[src/rtl/gpu_pkg.sv]
// rtl/gpu_pkg.sv - shared types and codes for the func_unit issuer
package gpu_pkg;

    localparam logic [2:0] TYPE_LOAD = 3'b110;
    localparam logic [2:0] TYPE_END  = 3'b111;

    typedef struct packed {
        logic [7:0] reserved;
        logic [5:0] shammt;
        logic [4:0] rd;
        logic [4:0] rs2;
        logic [4:0] rs1;
        logic [2:0] typ;
    } instr_word_t;

    typedef enum logic [2:0] {
        IDLE,
        LOAD,
        ISSUE,
        WAIT,
        RESULT
    } issuer_state_t;

endpackage

[src/rtl/instr_fifo.sv]
// rtl/instr_fifo.sv - instruction word FIFO with wrap-bit full/empty detection
module instr_fifo #(
    parameter int DEPTH = 8
) (
    input  logic        clk,
    input  logic        rst,
    input  logic        push,
    input  logic [31:0] wdata,
    input  logic        pop,
    output logic [31:0] rdata,
    output logic        full,
    output logic        empty
);

    localparam int AW = $clog2(DEPTH);

    logic [31:0] mem [DEPTH];
    logic [AW:0] wr_ptr;
    logic [AW:0] rd_ptr;
    logic        do_push;
    logic        do_pop;

    assign empty   = (wr_ptr == rd_ptr);
    assign full    = (wr_ptr[AW] != rd_ptr[AW]) && (wr_ptr[AW-1:0] == rd_ptr[AW-1:0]);
    assign do_pop  = pop && !empty;
    // A pop frees the head slot in the same cycle, so a full FIFO can still accept
    assign do_push = push && (!full || do_pop);
    assign rdata   = mem[rd_ptr[AW-1:0]];

    always_ff @(posedge clk) begin
        if (rst) begin
            wr_ptr <= '0;
            rd_ptr <= '0;
        end else begin
            if (do_push) wr_ptr <= wr_ptr + 1'b1;
            if (do_pop)  rd_ptr <= rd_ptr + 1'b1;
        end
    end

    always_ff @(posedge clk) begin
        if (do_push) mem[wr_ptr[AW-1:0]] <= wdata;
    end

endmodule

[src/rtl/func_unit_issuer.sv]
// rtl/func_unit_issuer.sv - sequences load, buffered instructions and END into one func_unit lane
module func_unit_issuer
    import gpu_pkg::*;
#(
    parameter int DEPTH       = 8,
    parameter int LOAD_CYCLES = 1,
    parameter int HOLD_CYCLES = 1,
    parameter int TIMEOUT     = 256
) (
    input  logic        clk,
    input  logic        rst,
    input  logic        start,
    input  logic        instr_valid,
    output logic        instr_ready,
    input  logic [31:0] instr_data,
    output logic [2:0]  type_instruction,
    output logic [4:0]  regnum_1,
    output logic [4:0]  regnum_2,
    output logic [4:0]  dest_reg,
    output logic [5:0]  shammt,
    output logic        is_active,
    input  logic [31:0] final_result,
    input  logic        thread_complete,
    output logic        result_valid,
    input  logic        result_ready,
    output logic [31:0] result_data,
    output logic        busy,
    output logic        timeout_err
);

    localparam logic [15:0] LOAD_N    = 16'(LOAD_CYCLES);
    localparam logic [15:0] HOLD_LAST = 16'(HOLD_CYCLES - 1);
    localparam logic [15:0] WAIT_LAST = 16'(TIMEOUT - 1);

    issuer_state_t state;
    logic [15:0]    load_cnt;
    logic [15:0]    hold_cnt;
    logic [15:0]    wait_cnt;
    logic [31:0]    fifo_rdata;
    logic           fifo_full;
    logic           fifo_empty;
    logic           pop;
    instr_word_t    head;
    logic [7:0]     unused_reserved;

    assign instr_ready     = !fifo_full;
    assign busy            = (state != IDLE);
    assign head            = instr_word_t'(fifo_rdata);
    assign unused_reserved = head.reserved;
    assign pop             = (state == ISSUE) && (hold_cnt == '0) && !fifo_empty;

    instr_fifo #(.DEPTH(DEPTH)) u_fifo (
        .clk   (clk),
        .rst   (rst),
        .push  (instr_valid && instr_ready),
        .wdata (instr_data),
        .pop   (pop),
        .rdata (fifo_rdata),
        .full  (fifo_full),
        .empty (fifo_empty)
    );

    always_ff @(posedge clk) begin
        if (rst) begin
            state            <= IDLE;
            type_instruction <= TYPE_END;
            regnum_1         <= '0;
            regnum_2         <= '0;
            dest_reg         <= '0;
            shammt           <= '0;
            is_active        <= 1'b0;
            result_valid     <= 1'b0;
            result_data      <= '0;
            timeout_err      <= 1'b0;
            load_cnt         <= '0;
            hold_cnt         <= '0;
            wait_cnt         <= '0;
        end else begin
            case (state)
                IDLE: begin
                    type_instruction <= TYPE_END;
                    regnum_1         <= '0;
                    regnum_2         <= '0;
                    dest_reg         <= '0;
                    shammt           <= '0;
                    is_active        <= 1'b0;
                    if (start) begin
                        state       <= LOAD;
                        timeout_err <= 1'b0;
                        load_cnt    <= LOAD_N;
                        hold_cnt    <= '0;
                    end
                end
                LOAD: begin
                    type_instruction <= TYPE_LOAD;
                    is_active        <= 1'b1;
                    if (load_cnt <= 16'd1) state <= ISSUE;
                    else                   load_cnt <= load_cnt - 16'd1;
                end
                ISSUE: begin
                    if (hold_cnt != '0) begin
                        hold_cnt <= hold_cnt - 16'd1;
                    end else if (pop) begin
                        type_instruction <= head.typ;
                        regnum_1         <= head.rs1;
                        regnum_2         <= head.rs2;
                        dest_reg         <= head.rd;
                        shammt           <= head.shammt;
                        is_active        <= 1'b1;
                        hold_cnt         <= HOLD_LAST;
                        if (head.typ == TYPE_END) begin
                            state    <= WAIT;
                            wait_cnt <= '0;
                        end
                    end else begin
                        // Starved: keep the last fields but tell func_unit not to commit
                        is_active <= 1'b0;
                    end
                end
                WAIT: begin
                    is_active <= 1'b1;
                    if (thread_complete) begin
                        result_data  <= final_result;
                        result_valid <= 1'b1;
                        is_active    <= 1'b0;
                        state        <= RESULT;
                    end else if (wait_cnt == WAIT_LAST) begin
                        timeout_err  <= 1'b1;
                        result_data  <= '0;
                        result_valid <= 1'b1;
                        is_active    <= 1'b0;
                        state        <= RESULT;
                    end else begin
                        wait_cnt <= wait_cnt + 16'd1;
                    end
                end
                RESULT: begin
                    is_active <= 1'b0;
                    if (result_ready) begin
                        result_valid     <= 1'b0;
                        type_instruction <= TYPE_END;
                        regnum_1         <= '0;
                        regnum_2         <= '0;
                        dest_reg         <= '0;
                        shammt           <= '0;
                        state            <= IDLE;
                    end
                end
                default: state <= IDLE;
            endcase
        end
    end

endmodule

[config.mk]
export PLATFORM = sky130hd
export DESIGN_NAME = func_unit_issuer
export DESIGN_NICKNAME = d
export VERILOG_FILES = /design/src/rtl/gpu_pkg.sv /design/src/rtl/instr_fifo.sv /design/src/rtl/func_unit_issuer.sv
export SDC_FILE = /design/constraint.sdc
export NUM_CORES = 1
export LEC_CHECK = 0
export CAP_MARGIN = 40
export CELL_PAD_IN_SITES_DETAIL_PLACEMENT = 0
export CELL_PAD_IN_SITES_GLOBAL_PLACEMENT = 2
export CORE_MARGIN = 4
export CORE_UTILIZATION = 44
export CTS_BUF_LIST = sky130_fd_sc_hd__clkbuf_2 sky130_fd_sc_hd__clkbuf_4 sky130_fd_sc_hd__clkbuf_8
export DETAILED_ROUTE_END_ITERATION = 10
export HOLD_SLACK_MARGIN = 0.03
export PLACE_DENSITY_LB_ADDON = 0.1
export SLEW_MARGIN = 20
export SYNTH_ARGS = -nofsm -noshare
export SYNTH_HDL_FRONTEND = slang
export SYNTH_HIERARCHICAL = 1
export SYNTH_SLANG_ARGS = --single-unit
[constraint.sdc]
create_clock -name clk -period 8.46 [get_ports clk]
set_input_delay 2.115 -clock clk [delete_from_list [all_inputs] [get_ports clk]]
set_output_delay 2.115 -clock clk [all_outputs]
set_load 0.02 [all_outputs]
* Yosys cells after proc, flatten, opt, wreduce, memory -nomap -nowiden
Memories as Yosys holds them, arrays and structs flattened. A register that Yosys moved wholly into a read port is not among the register bits.
Cells that the tools add are included.
W data, S select, Z words.
** Storage, ports and cells
- Bits in registers :: 118
- Memory bits (writable) :: 256
- Bits of input ports :: 70
- Output and inout bits :: 61
- Logic and storage cells :: 134
- Memories kept :: 1
** Memory list
- u_fifo.mem :: depth 8, width 32, read ports 1, clocked after memory_dff 1, wr ports 1, RTL line instr_fifo.sv:17 : logic [31:0] mem [DEPTH];
** Operators by class
- Add/sub/neg operators :: 5
- Order comparisons :: 1
- Equal/unequal tests :: 21
- Multiplexer cells :: 58
- Reductions and logical operators :: 33
** Operators by type and width (count)
- $mux W16 :: 10
- $pmux W16 S2 :: 3
- $mux W32 :: 2
- $pmux W5 S3 :: 3
- $mux W3 :: 13
- $mux W5 :: 7
- $sub A16 B1 Y16 const B :: 2
- $mux W6 :: 3
- $pmux W6 S3 :: 1
- $add A16 B1 Y16 const B :: 1
- $eq A16 B8 Y1 const B :: 1
- $le A16 B1 Y1 const B :: 1
- $logic_not A16 Y1 :: 1
- $ne A2 B2 Y1 const B :: 8
- $reduce_bool A16 Y1 :: 1
- $pmux W3 S5 :: 1
- $pmux W3 S4 :: 1
- $reduce_and A4 Y1 :: 3
- $reduce_bool A2 Y1 :: 6
- $mux W1 :: 11
- $reduce_and A3 Y1 :: 3
- $add A4 B1 Y4 const B :: 2
- $reduce_bool A4 Y1 :: 2
- $reduce_and A7 Y1 :: 1
- 19 further kinds :: 31

* Longest topological paths before layout
- Depth in word-level cells :: 8
- Depth in mapped cells :: 11
- Mapped depth without buffers :: 10

* By module
Netlist, hierarchy kept.
** Modules (own cells, without submodules)
- instr_fifo :: times used 1, cells an instance 441, area an instance 10228.6 um2, sequential area each 7907.6 um2
- func_unit_issuer :: times used 1, cells an instance 586, area an instance 4828.4 um2, sequential area each 2202.1 um2

* Worst setup path before layout
OpenSTA, ideal clock, no wires.
- Path kind :: input port to flip-flop
- Start :: input instr_valid
- End :: memory u_fifo.mem[0][0] (enable)
- Setup time :: 501 ps
- Arrival :: 5661 ps
- Data required time :: 7959 ps
- Setup slack :: 2297 ps
- Stages on the path :: 3
- Buffers on the path :: 0
- Cells stage by stage :: nor2b_1 -> o21ai_0 -> nor4_1
** On the way
- Word-level cells in the longest chain between the ends :: 4
** RTL lines
- start, declared :: RTL line func_unit_issuer.sv:13 : input logic instr_valid,
- $logic_and A1 B1 Y1 :: RTL line func_unit_issuer.sv:55 : .push (instr_valid && instr_ready),
- $logic_and A1 B1 Y1 :: RTL line instr_fifo.sv:27 : assign do_push = push && (!full || do_pop);
- $mux W1 :: RTL line instr_fifo.sv:41 : if (do_push) mem[wr_ptr[AW-1:0]] <= wdata;
- $mux W1 (not written as such) :: RTL line instr_fifo.sv:41
- end, declared :: RTL line instr_fifo.sv:17
Every way passes these cells.

* Worst setup path after layout
- Start :: register u_fifo.wr_ptr[0]
- End :: output instr_ready
** On the way
- Word-level cells in the longest chain between the ends :: 3
** RTL lines
- start, declared :: RTL line instr_fifo.sv:18 : logic [AW:0] wr_ptr;
- start signal, assigned :: RTL line instr_fifo.sv:35 : if (do_push) wr_ptr <= wr_ptr + 1'b1;
- $eq A3 B3 Y1 :: RTL line instr_fifo.sv:24 : assign full = (wr_ptr[AW] != rd_ptr[AW]) && (wr_ptr[AW-1:0] == rd_ptr[AW-1:0]);
- $logic_and A1 B1 Y1 :: RTL line instr_fifo.sv:24
- net fifo_full :: RTL line func_unit_issuer.sv:40 : logic fifo_full;
- $logic_not A1 Y1 :: RTL line func_unit_issuer.sv:46 : assign instr_ready = !fifo_full;
- end, declared :: RTL line func_unit_issuer.sv:14 : output logic instr_ready,
The timed path passes the listed nets, and every way through them passes these cells.

==> impl_metrics.py <==
metrics = {
    "placed_design": {
        "placement.setup.worst_slack_ns": 3.73,
        "port_buffers": 122,
        "place.gp.congestion": 0.722,
        "place.detailed.hpwl_mm": 18.3,
        "dpl-instance-area_um2": 14400,
    },
    "job": {
        "drv_cap": 0,
    },
    "outcome": {
        "outcome": "finished, final reports clean",
    },
    "setup_path": {
        "rr_startpoint": "u_fifo/wr_ptr[0]",
        "worst-r2r-setup-slack_ns": 4.61,
        "critPathCaptureType": "output pin",
        "critical_path_peak_fanout": 10,
        "path_cells": "xnor2_1, nand4_1, inv_2, inv_1, clkdlybuf4s50_1",
        "slowest_delay_ns": 0.57,
        "cpMaxStageDelayCell": "sky130_fd_sc_hd__dfxtp_1",
        "timing.critical_path.from_type": "flop",
        "ws_path_type": "reg -> out",
        "reg2regPathDepth": 9,
        "r2r_end": "u_fifo/mem[2][0]",
        "critPathRequiredTime_ns": 6.35,
        "critical_path_arrival_ns": 2.36,
    },
    "worst_hold_path": {
        "min_to": "regnum_2[2]",
        "worst_hold_path_type": "reg -> reg",
        "launch_instance_of_the_worst_min_delay_path": "regnum_2[2]",
        "min_path_cells": 2,
    },
    "sta": {
        "timing.final.ws_setup_ns": 3.98,
        "max_slew_margin": 0.441,
        "hold_violations": 0,
        "timing.setup.tns_ns": 0,
        "grt_setup_unrepaired": "no",
        "period_needed_ns": 4.48,
        "slew_viol_final": 0,
        "max_freq_mhz": 223,
        "finClkSkew_ns": 0.0305,
        "finalSetupViolations": 0,
        "final_period_utilization": 0.529,
        "tightestPinTransition_ns": 0.831,
        "final.hold.worst_slack_ns": 0.450,
    },
    "clocking": {
        "cts-buffers-inserted": 51,
        "clk_pin_slew_ns": 0.06,
        "cts.hold.buffers_added": 0,
        "clock_tree.buffer_depth": 3,
        "cts_setup_buffers": 0,
        "htree_num_levels": 2,
        "tritoncts": "yes",
        "cts-root-buf": "sky130_fd_sc_hd__clkbuf_8",
        "insertion_delay_ns": 0.60,
        "cts_resized": 0,
        "cts_num_sinks": 313,
    },
    "global_route": {
        "first_global_vias": 8263,
        "globalRouteOverflowTotal": 0,
        "largest_net_degree_at_the_start_of_global_routing": 56,
        "grt_usage": 0.184,
        "grt_antenna_before_repair": 2,
        "grt_pass1_wl_mm": 46.0,
    },
    "detailed_routing": {
        "routed_wl_mm": 29.5,
        "drtPass1Iterations": 5,
        "vias": 8258,
        "wire_per_inst_um": 19.6,
        "drc_errors": 0,
        "viasPerCell": 5.51,
        "drt_first_iter_violations": 409,
        "detail-route-antenna-nets": 0,
    },
    "synthesis": {
        "post_synth_inst_count": 939,
        "syn_avg_cell_area_um2": 13.5,
        "synthesis.yosys.warnings": 6,
        "syn-num-nets": 1015,
        "syn_area_um2": 12700,
    },
    "floorplan": {
        "coreArea_um2": 28100,
        "initial_utilization": 0.452,
        "die_height_um": 178,
        "dieWidth_um": 178,
        "number_of_placement_rows": 61,
        "dieArea_um2": 31600,
        "floorplan.io_pins": 131,
    },
    "power_and_ir_drop": {
        "share_seq_of_total_power": 0.437,
        "worst_ir_drop_vdd_mv": 0.160,
        "combinationalPowerShare": 0.242,
        "static-leakage-power_nw": 5.06,
        "power.clock.fraction": 0.321,
        "switchingPower_mw": 1.29,
        "internal_power_mw": 2.86,
        "power_per_standard_cell_area_nw_per_um2": 268,
        "switching_share": 0.312,
    },
    "cells_and_area": {
        "sequential_cell_area_um2": 8190,
        "multi_input_area_um2": 4210,
        "layout.cell_area.non_filler_um2": 15500,
        "layout.filler_cells": 2401,
        "largest_register_ff_count": 192,
        "layout.cells.most_common": "sky130_fd_sc_hd__edfxtp_1",
        "drive_gt1_frac": 0.193,
        "layout_common_cells": "sky130_fd_sc_hd__edfxtp_1 (192), sky130_fd_sc_hd__clkdlybuf4s50_1 (121), sky130_fd_sc_hd__dfxtp_1 (118), sky130_fd_sc_hd__nor2_1 (72), sky130_fd_sc_hd__a21oi_1 (66)",
        "finish.net_count": 1156,
        "areaGrowthSynthToFinish_pct": 22.0,
    },
}
worst max-delay path: cells and delay by family (launching register included):
kind	cells	cell delay, ns
buf+inv	3	0.77
flops	1	0.57
simple gates	1	0.23
xor+xnor	1	0.22
worst max-delay path by stage:
stage                          start           endpoint  slack [ns]  cells after the start
floorplan                instr_valid   u_fifo/mem[0][0]        3.08                      3
global placement               start       load_cnt[10]        3.63                      6
detailed placement       instr_valid  u_fifo/mem[2][11]        3.73                      5
CTS                 u_fifo/wr_ptr[0]        instr_ready        3.95                      5
global route        u_fifo/wr_ptr[2]        instr_ready        3.83                      5
finish              u_fifo/wr_ptr[0]        instr_ready        3.98                      5
per-stage QoR:
step           power, mW   util  std cells
6_report            4.15  0.551       1500
5_1_grt             4.40  0.551       1499
4_1_cts             4.21  0.550       1497
3_5_place_dp        2.85  0.512       1403
3_3_place_gp        2.82  0.508       1395
2_1_floorplan       2.50      -        939
power groups by stage:
stage	registers [mW]	logic (mW)	clock network, mW
final	1.82	1.00	1.33
after global placement	1.85	0.973	0
after detailed placement	1.85	1.01	0
after floorplan	1.84	0.668	0
after CTS	1.81	1.02	1.38
after global routing	1.83	1.12	1.45
per-layer routing:
layer,vias to the layer above,global-route usage,share of wire
li1,3945,-,-
met1,4118,0.240,0.44
met2,142,0.317,0.50
met3,49,0.0364,0.044
met4,4,0.0483,0.017
met5,-,0,0.00088
area by class of cell:
type	count	share of cell area
sequential	313	0.529
multi-input combinational	552	0.272
timing repair buffer	146	0.0947
clock buffer	80	0.0635
tap	378	0.0306
clock inverter	14	0.00574
inverter	16	0.00388
antenna	1	0.000162
No activity file was read; power rests on OpenSTA's default activity.
